===== src/rtl/spi_reg_bank.sv =====
// SPI (mode 0, MSB first) slave exposing a bank of NUM_REGS registers.
// Frame: R/W bit, ADDR_W address bits, DATA_W data bits; sclk/cs_n/copi are oversampled on clk.
module spi_reg_bank #(
  parameter int NUM_REGS = 5,
  parameter int ADDR_W   = 7,
  parameter int DATA_W   = 8
) (
  input  logic                       clk,
  input  logic                       rst,
  input  logic                       sclk,
  input  logic                       cs_n,
  input  logic                       copi,
  output logic                       cipo,
  output logic [NUM_REGS*DATA_W-1:0] regs,
  output logic                       wr_strobe,
  output logic [ADDR_W-1:0]          wr_addr,
  output logic [7:0]                 err_count
);

  localparam int FRAME_W = 1 + ADDR_W + DATA_W;
  localparam int CNT_W   = $clog2(FRAME_W + 1);

  typedef enum logic [1:0] {IDLE, ADDR, DATA, DRAIN} state_e;

  state_e             state_q, state_d;
  logic [2:0]         sclk_sync_q, sclk_sync_d;
  logic [2:0]         cs_sync_q, cs_sync_d;
  logic [2:0]         copi_sync_q, copi_sync_d;
  logic [1:0]         settle_q, settle_d;
  logic               armed_q, armed_d;
  logic [CNT_W-1:0]   bit_cnt_q, bit_cnt_d;
  logic [FRAME_W-1:0] shift_q, shift_d;
  logic               overlong_q, overlong_d;
  logic [DATA_W-1:0]  tx_q, tx_d;
  logic [DATA_W-1:0]  regs_q [NUM_REGS];
  logic [DATA_W-1:0]  regs_d [NUM_REGS];
  logic               wr_strobe_q, wr_strobe_d;
  logic [ADDR_W-1:0]  wr_addr_q, wr_addr_d;
  logic [7:0]         err_count_q, err_count_d;

  logic              sclk_rise, sclk_fall, cs_rise, cs_fall;
  logic [ADDR_W-1:0] load_addr, commit_addr;
  logic [DATA_W-1:0] commit_data, rd_data;
  logic              commit_rw, addr_in_range;

  assign sclk_rise = sclk_sync_q[1] & ~sclk_sync_q[2];
  assign sclk_fall = ~sclk_sync_q[1] & sclk_sync_q[2];
  assign cs_rise   = cs_sync_q[1] & ~cs_sync_q[2];
  assign cs_fall   = ~cs_sync_q[1] & cs_sync_q[2];

  assign load_addr     = shift_q[ADDR_W-1:0];
  assign commit_rw     = shift_q[FRAME_W-1];
  assign commit_addr   = shift_q[DATA_W +: ADDR_W];
  assign commit_data   = shift_q[DATA_W-1:0];
  assign addr_in_range = int'(commit_addr) < NUM_REGS;

  always_comb begin
    // NOTE: every variable gets a default first so no path through this block can infer a latch.
    sclk_sync_d = {sclk_sync_q[1:0], sclk};
    cs_sync_d   = {cs_sync_q[1:0], cs_n};
    copi_sync_d = {copi_sync_q[1:0], copi};
    settle_d    = (settle_q == 2'd3) ? settle_q : settle_q + 2'd1;
    // A frame may only start after cs_n has been seen high with the synchronizer flushed,
    // so a cs_n held low across reset cannot start a half frame.
    armed_d     = armed_q | ((settle_q == 2'd3) & cs_sync_q[2]);
    state_d     = state_q;
    bit_cnt_d   = bit_cnt_q;
    shift_d     = shift_q;
    overlong_d  = overlong_q;
    tx_d        = tx_q;
    regs_d      = regs_q;
    wr_strobe_d = 1'b0;
    wr_addr_d   = wr_addr_q;
    err_count_d = err_count_q;

    rd_data = '0;
    for (int k = 0; k < NUM_REGS; k++) begin
      if (load_addr == ADDR_W'(k)) rd_data = regs_q[k];
    end

    case (state_q)
      IDLE: begin
        if (cs_fall && armed_q) begin
          state_d    = ADDR;
          bit_cnt_d  = '0;
          shift_d    = '0;
          overlong_d = 1'b0;
        end
      end
      ADDR, DATA: begin
        if (sclk_rise) begin
          shift_d   = {shift_q[FRAME_W-2:0], copi_sync_q[1]};
          bit_cnt_d = bit_cnt_q + 1'b1;
          if (state_q == ADDR && bit_cnt_q == CNT_W'(ADDR_W)) state_d = DATA;
          if (state_q == DATA && bit_cnt_q == CNT_W'(FRAME_W - 1)) state_d = DRAIN;
        end
        if (sclk_fall && state_q == DATA) begin
          if (bit_cnt_q == CNT_W'(ADDR_W + 1) && !shift_q[ADDR_W]) tx_d = rd_data;
          else tx_d = tx_q << 1;
        end
      end
      DRAIN: begin
        if (sclk_rise) overlong_d = 1'b1;
        if (sclk_fall) tx_d = tx_q << 1;
      end
      default: state_d = IDLE;
    endcase

    if (cs_rise) begin
      state_d = IDLE;
      tx_d    = '0;
      if (state_q == ADDR || state_q == DATA) begin
        if (err_count_q != 8'hFF) err_count_d = err_count_q + 8'd1;
      end else if (state_q == DRAIN) begin
        if (overlong_q || (commit_rw && !addr_in_range)) begin
          if (err_count_q != 8'hFF) err_count_d = err_count_q + 8'd1;
        end else if (commit_rw) begin
          for (int k = 0; k < NUM_REGS; k++) begin
            if (commit_addr == ADDR_W'(k)) regs_d[k] = commit_data;
          end
          wr_strobe_d = 1'b1;
          wr_addr_d   = commit_addr;
        end
      end
    end
  end

  // NOTE: sequential state uses <= only, so every flop samples the pre-edge value of its _d.
  always_ff @(posedge clk) begin
    if (rst) begin
      state_q     <= IDLE;
      sclk_sync_q <= 3'b000;
      cs_sync_q   <= 3'b111;
      copi_sync_q <= 3'b000;
      settle_q    <= '0;
      armed_q     <= 1'b0;
      bit_cnt_q   <= '0;
      shift_q     <= '0;
      overlong_q  <= 1'b0;
      tx_q        <= '0;
      // NOTE: the register array is a small flop bank with a defined reset value, not a RAM.
      for (int k = 0; k < NUM_REGS; k++) regs_q[k] <= '0;
      wr_strobe_q <= 1'b0;
      wr_addr_q   <= '0;
      err_count_q <= '0;
    end else begin
      state_q     <= state_d;
      sclk_sync_q <= sclk_sync_d;
      cs_sync_q   <= cs_sync_d;
      copi_sync_q <= copi_sync_d;
      settle_q    <= settle_d;
      armed_q     <= armed_d;
      bit_cnt_q   <= bit_cnt_d;
      shift_q     <= shift_d;
      overlong_q  <= overlong_d;
      tx_q        <= tx_d;
      regs_q      <= regs_d;
      wr_strobe_q <= wr_strobe_d;
      wr_addr_q   <= wr_addr_d;
      err_count_q <= err_count_d;
    end
  end

  for (genvar k = 0; k < NUM_REGS; k++) begin : g_regs
    assign regs[k*DATA_W +: DATA_W] = regs_q[k];
  end

  assign cipo      = tx_q[DATA_W-1];
  assign wr_strobe = wr_strobe_q;
  assign wr_addr   = wr_addr_q;
  assign err_count = err_count_q;

endmodule

===== config.mk =====
export PLATFORM = sky130hd
export DESIGN_NAME = spi_reg_bank
export DESIGN_NICKNAME = d
export VERILOG_FILES = /design/src/rtl/spi_reg_bank.sv
export SDC_FILE = /design/constraint.sdc
export NUM_CORES = 1
export LEC_CHECK = 0
export CORE_MARGIN = 2
export CORE_UTILIZATION = 68
export CTS_CLUSTER_DIAMETER = 120
export DETAILED_ROUTE_END_ITERATION = 8
export DONT_BUFFER_PORTS = 1
export GPL_ROUTABILITY_DRIVEN = 0
export PLACE_DENSITY = 0.91
export SLEW_MARGIN = 20
export SYNTH_ARGS = -nofsm -noshare
export SYNTH_HDL_FRONTEND = slang
export SYNTH_SLANG_ARGS = --single-unit

===== constraint.sdc =====
create_clock -name clk -period 5 [get_ports clk]
set_clock_uncertainty 0.1 [all_clocks]
set_input_delay 1 -clock clk [delete_from_list [all_inputs] [get_ports clk]]
set_output_delay 1 -clock clk [all_outputs]
set_load 0.05 [all_outputs]

==> flow_summary.toml <==
[setup_path]
path_class = "flip-flop to flip-flop"
crit_required_ns = 5.17
critPathBufInv = 1
cp_max_fo = 9
worstSetupStartpointType = "flip-flop"
end_kind = "flip-flop"
crit_slowest_cell = "nand4_1"
crit_chain = "inv_1 > ha_1 > nor2_1 > nand4_1 > mux2i_1 > nor2_1"
crit_top_cell = "nor2_1"
arrival_ns = 2.91
crit_family = "simple AND/OR/NAND/NOR gates"
cpPeakStageDelay_ns = 0.68

[floorplanning]
die_h_um = 84.1
num_rows = 29
initial_core_util_pct = 69.5
design.core.area_um2 = 6280
die_width_um = 84.1
die_area_um2 = 7080
io-pin-count = 62

[layout]
drive_gt1_share_pct = 6.61
final_util_pct = 71.9
synthToLayoutAreaGrowth_pct = 3.32
finalNetCount = 449
diodes = 0
fillers = 445

[route]
via_per_inst = 6.46
post_drt_wl_per_cell_um = 19.2
antenna_left = 0
finalWirelength_um = 9930
drc_errors = 0
vias = 3332
first_pass_iters = 6
drt_iter0_drc = 303

[yosys]
yosys.area.top_type_share_pct = 45.4
synthCells = 459
synthArstFlopShare_pct = 0
yosysSeqAreaShare_pct = 45.4
avgSynthCellArea_um2 = 9.51
syn_nets = 474
ys_ff_latch = 99
synth_commonest_cells = "dfxtp_1 (99), nor2_1 (71), mux2i_1 (66), clkbuf_1 (24), a21oi_1 (17)"
synth_edf_count = 0
ys.warnings.count = 0
netlist_top_cells_area = "dfxtp_1 (45%), mux2i_1 (15%), nor2_1 (6.1%)"
synth_ff_type = "dfxtp_1"
yosysMostFrequentCell = "dfxtp_1"
syn_area_um2 = 4370
synth.distinct_cells = 51
synth_area_leader_cell = "dfxtp_1"

[sta]
setup_viol = 0
worst_slack_ns = 2.26
holdWs_ns = 0.321
fin_crit_sh_pct = 54.8
fmax_mhz = 365
slew_violations = 0
fin_crit_ns = 2.74
rsz0062_at_grt = "false"
setup_tns_ns = 0
worst_slew_pin_slew_ns = 1.14
hold_violations = 0
max-slew-margin-rel_pct = 23.9

[power]
swShare_pct = 25.3
p_per_area_nw_per_um2 = 323
intPower_w = 0.00109
power.switching_w = 0.000369
vdd_ir_drop_max_uv = 278
power_leakage_nw = 1.74
finalPower_w = 0.00146
p_seq_share_pct = 55.7
comb_power_share_pct = 8.6
p_clk_share_pct = 35.7

[min_path]
hold_class = "flip-flop to flip-flop"

[grt]
grt_pass1_vias = 3056
grt_pass1_wl_um = 15900
grt_max_degree = 74
grt_usage_pct = 28.3
antenna_found_initial = 0
overflow = 0

[clocking]
cts_tree = "built"
cts.sinks = 99
clock_latency_ns = 0.37
cts_buffer_depth = 2
holdBufCountCts = 0
cts_resized = 0
htreeDepth = 3
post_cts.repair.setup_buffers = 0
clk_pin_slew_ns = 0.10
cts_made_buffers = 9
root_buffer = "clkbuf_8"

[placed_design]
io_buffers = 0
dpl.hpwl_um = 6400
place_ws_ns = 2.43

[run]
drv_cap = 0

[status]
status = "completed"
## flip-flops by register name, summed over array words and instances, names as in the netlist, 3 cells and up
signal / flops
bit_cnt_q: 5
cs_sync_q: 3
sclk_sync_q: 3
err_count: 8
regs: 40
tx_q: 8
wr_addr: 7
shift_q: 16
## layer usage
metal	wire (µm)	part of all wire [%]	vias up	global-route usage, %
li1	-	-	1572	-
met1	4310	43	1610	37.0
met2	4690	47	127	43.9
met3	639	6.4	23	6.53
met4	291	2.9	0	14.2
met5	0	0	-	0
## worst register-to-register path, stage by stage, from the launching register on
cell	delay [ns]
dfxtp_1	0.41
inv_1	0.11
ha_1	0.40
nor2_1	0.47
nand4_1	0.69
mux2i_1	0.40
nor2_1	0.08
## per-stage QoR
stage	area (µm²)	cells
after floorplan	4370	459
after global placement	4310	500
after detailed placement	4310	500
after CTS	4510	516
after global routing	4510	516
final	4510	516
## area by class of cell
| cell class | count | area, µm² | share of cell area, % |
|---|---|---|---|
| Inverter | 11 | 41.3 | 0.915 |
| Tap cell | 77 | 96.3 | 2.14 |
| Clock buffer | 10 | 138 | 3.05 |
| Sequential cell | 99 | 1980 | 43.9 |
| Timing Repair Buffer | 1 | 7.51 | 0.166 |
| Clock inverter | 6 | 63.8 | 1.41 |
| Multi-Input combinational cell | 312 | 2180 | 48.4 |
## kinds of logic (layout without fill, tap and decap cells)
kind of cell    Yosys count  count (layout)  share of synthesized area [%]
xor+xnor                  2               2                          0.401
mux                      68              68                           15.6
buf+inv                  48              28                           4.90
flops                    99              99                           45.4
compound gates           75              75                           11.8
fa+ha+maj                10              10                           2.87
simple gates            157             157                           18.9
## layout by cell type (no fill, tap or decap), types with 2 or more instances in the layout
cell type / count
a2bb2oi_1: 7
and2_1: 4
or2_2: 5
o21ai_0: 13
mux2_2: 2
o211a_1: 2
nor4_1: 4
mux2i_1: 66
nand3_1: 6
nor3b_1: 3
and3_1: 2
a22oi_1: 7
o22ai_1: 7
a211oi_1: 3
clkinv_2: 3
o221ai_1: 7
or4_1: 4
nand2b_1: 13
clkbuf_8: 10
o211ai_1: 2
nand4_1: 8
dfxtp_1: 99
o31ai_1: 4
or3_1: 4
nor2b_1: 8
nand3b_1: 5
ha_1: 10
a21oi_1: 17
nand2_1: 8
inv_1: 11
nor3_1: 3
nor2_1: 71
## power by group through the flow
stage,registers [W],logic (W),clock network (W)
6_report,0.000810,0.000125,0.000520
5_1_grt,0.000812,0.000138,0.000555
4_1_cts,0.000810,0.000123,0.000524
3_5_place_dp,0.000828,0.000119,0
3_3_place_gp,0.000827,0.000114,0
2_1_floorplan,0.000826,0.000106,0
## final timing paths
kind | start | end | slack [ns] | cells past startpoint
max | state_q[1]$_SDFFE_PP0P_ | regs[2]$_SDFFE_PP0P_ | 2.26 | 6
min | cs_sync_q[0]$_SDFF_PP1_ | cs_sync_q[1]$_SDFF_PP1_ | 0.32 | 1
max reg2reg | state_q[1]$_SDFFE_PP0P_ | regs[2]$_SDFFE_PP0P_ | 2.26 | 6
min reg2reg | cs_sync_q[0]$_SDFF_PP1_ | cs_sync_q[1]$_SDFF_PP1_ | 0.32 | 1
Power figures use the tool's default switching activity.
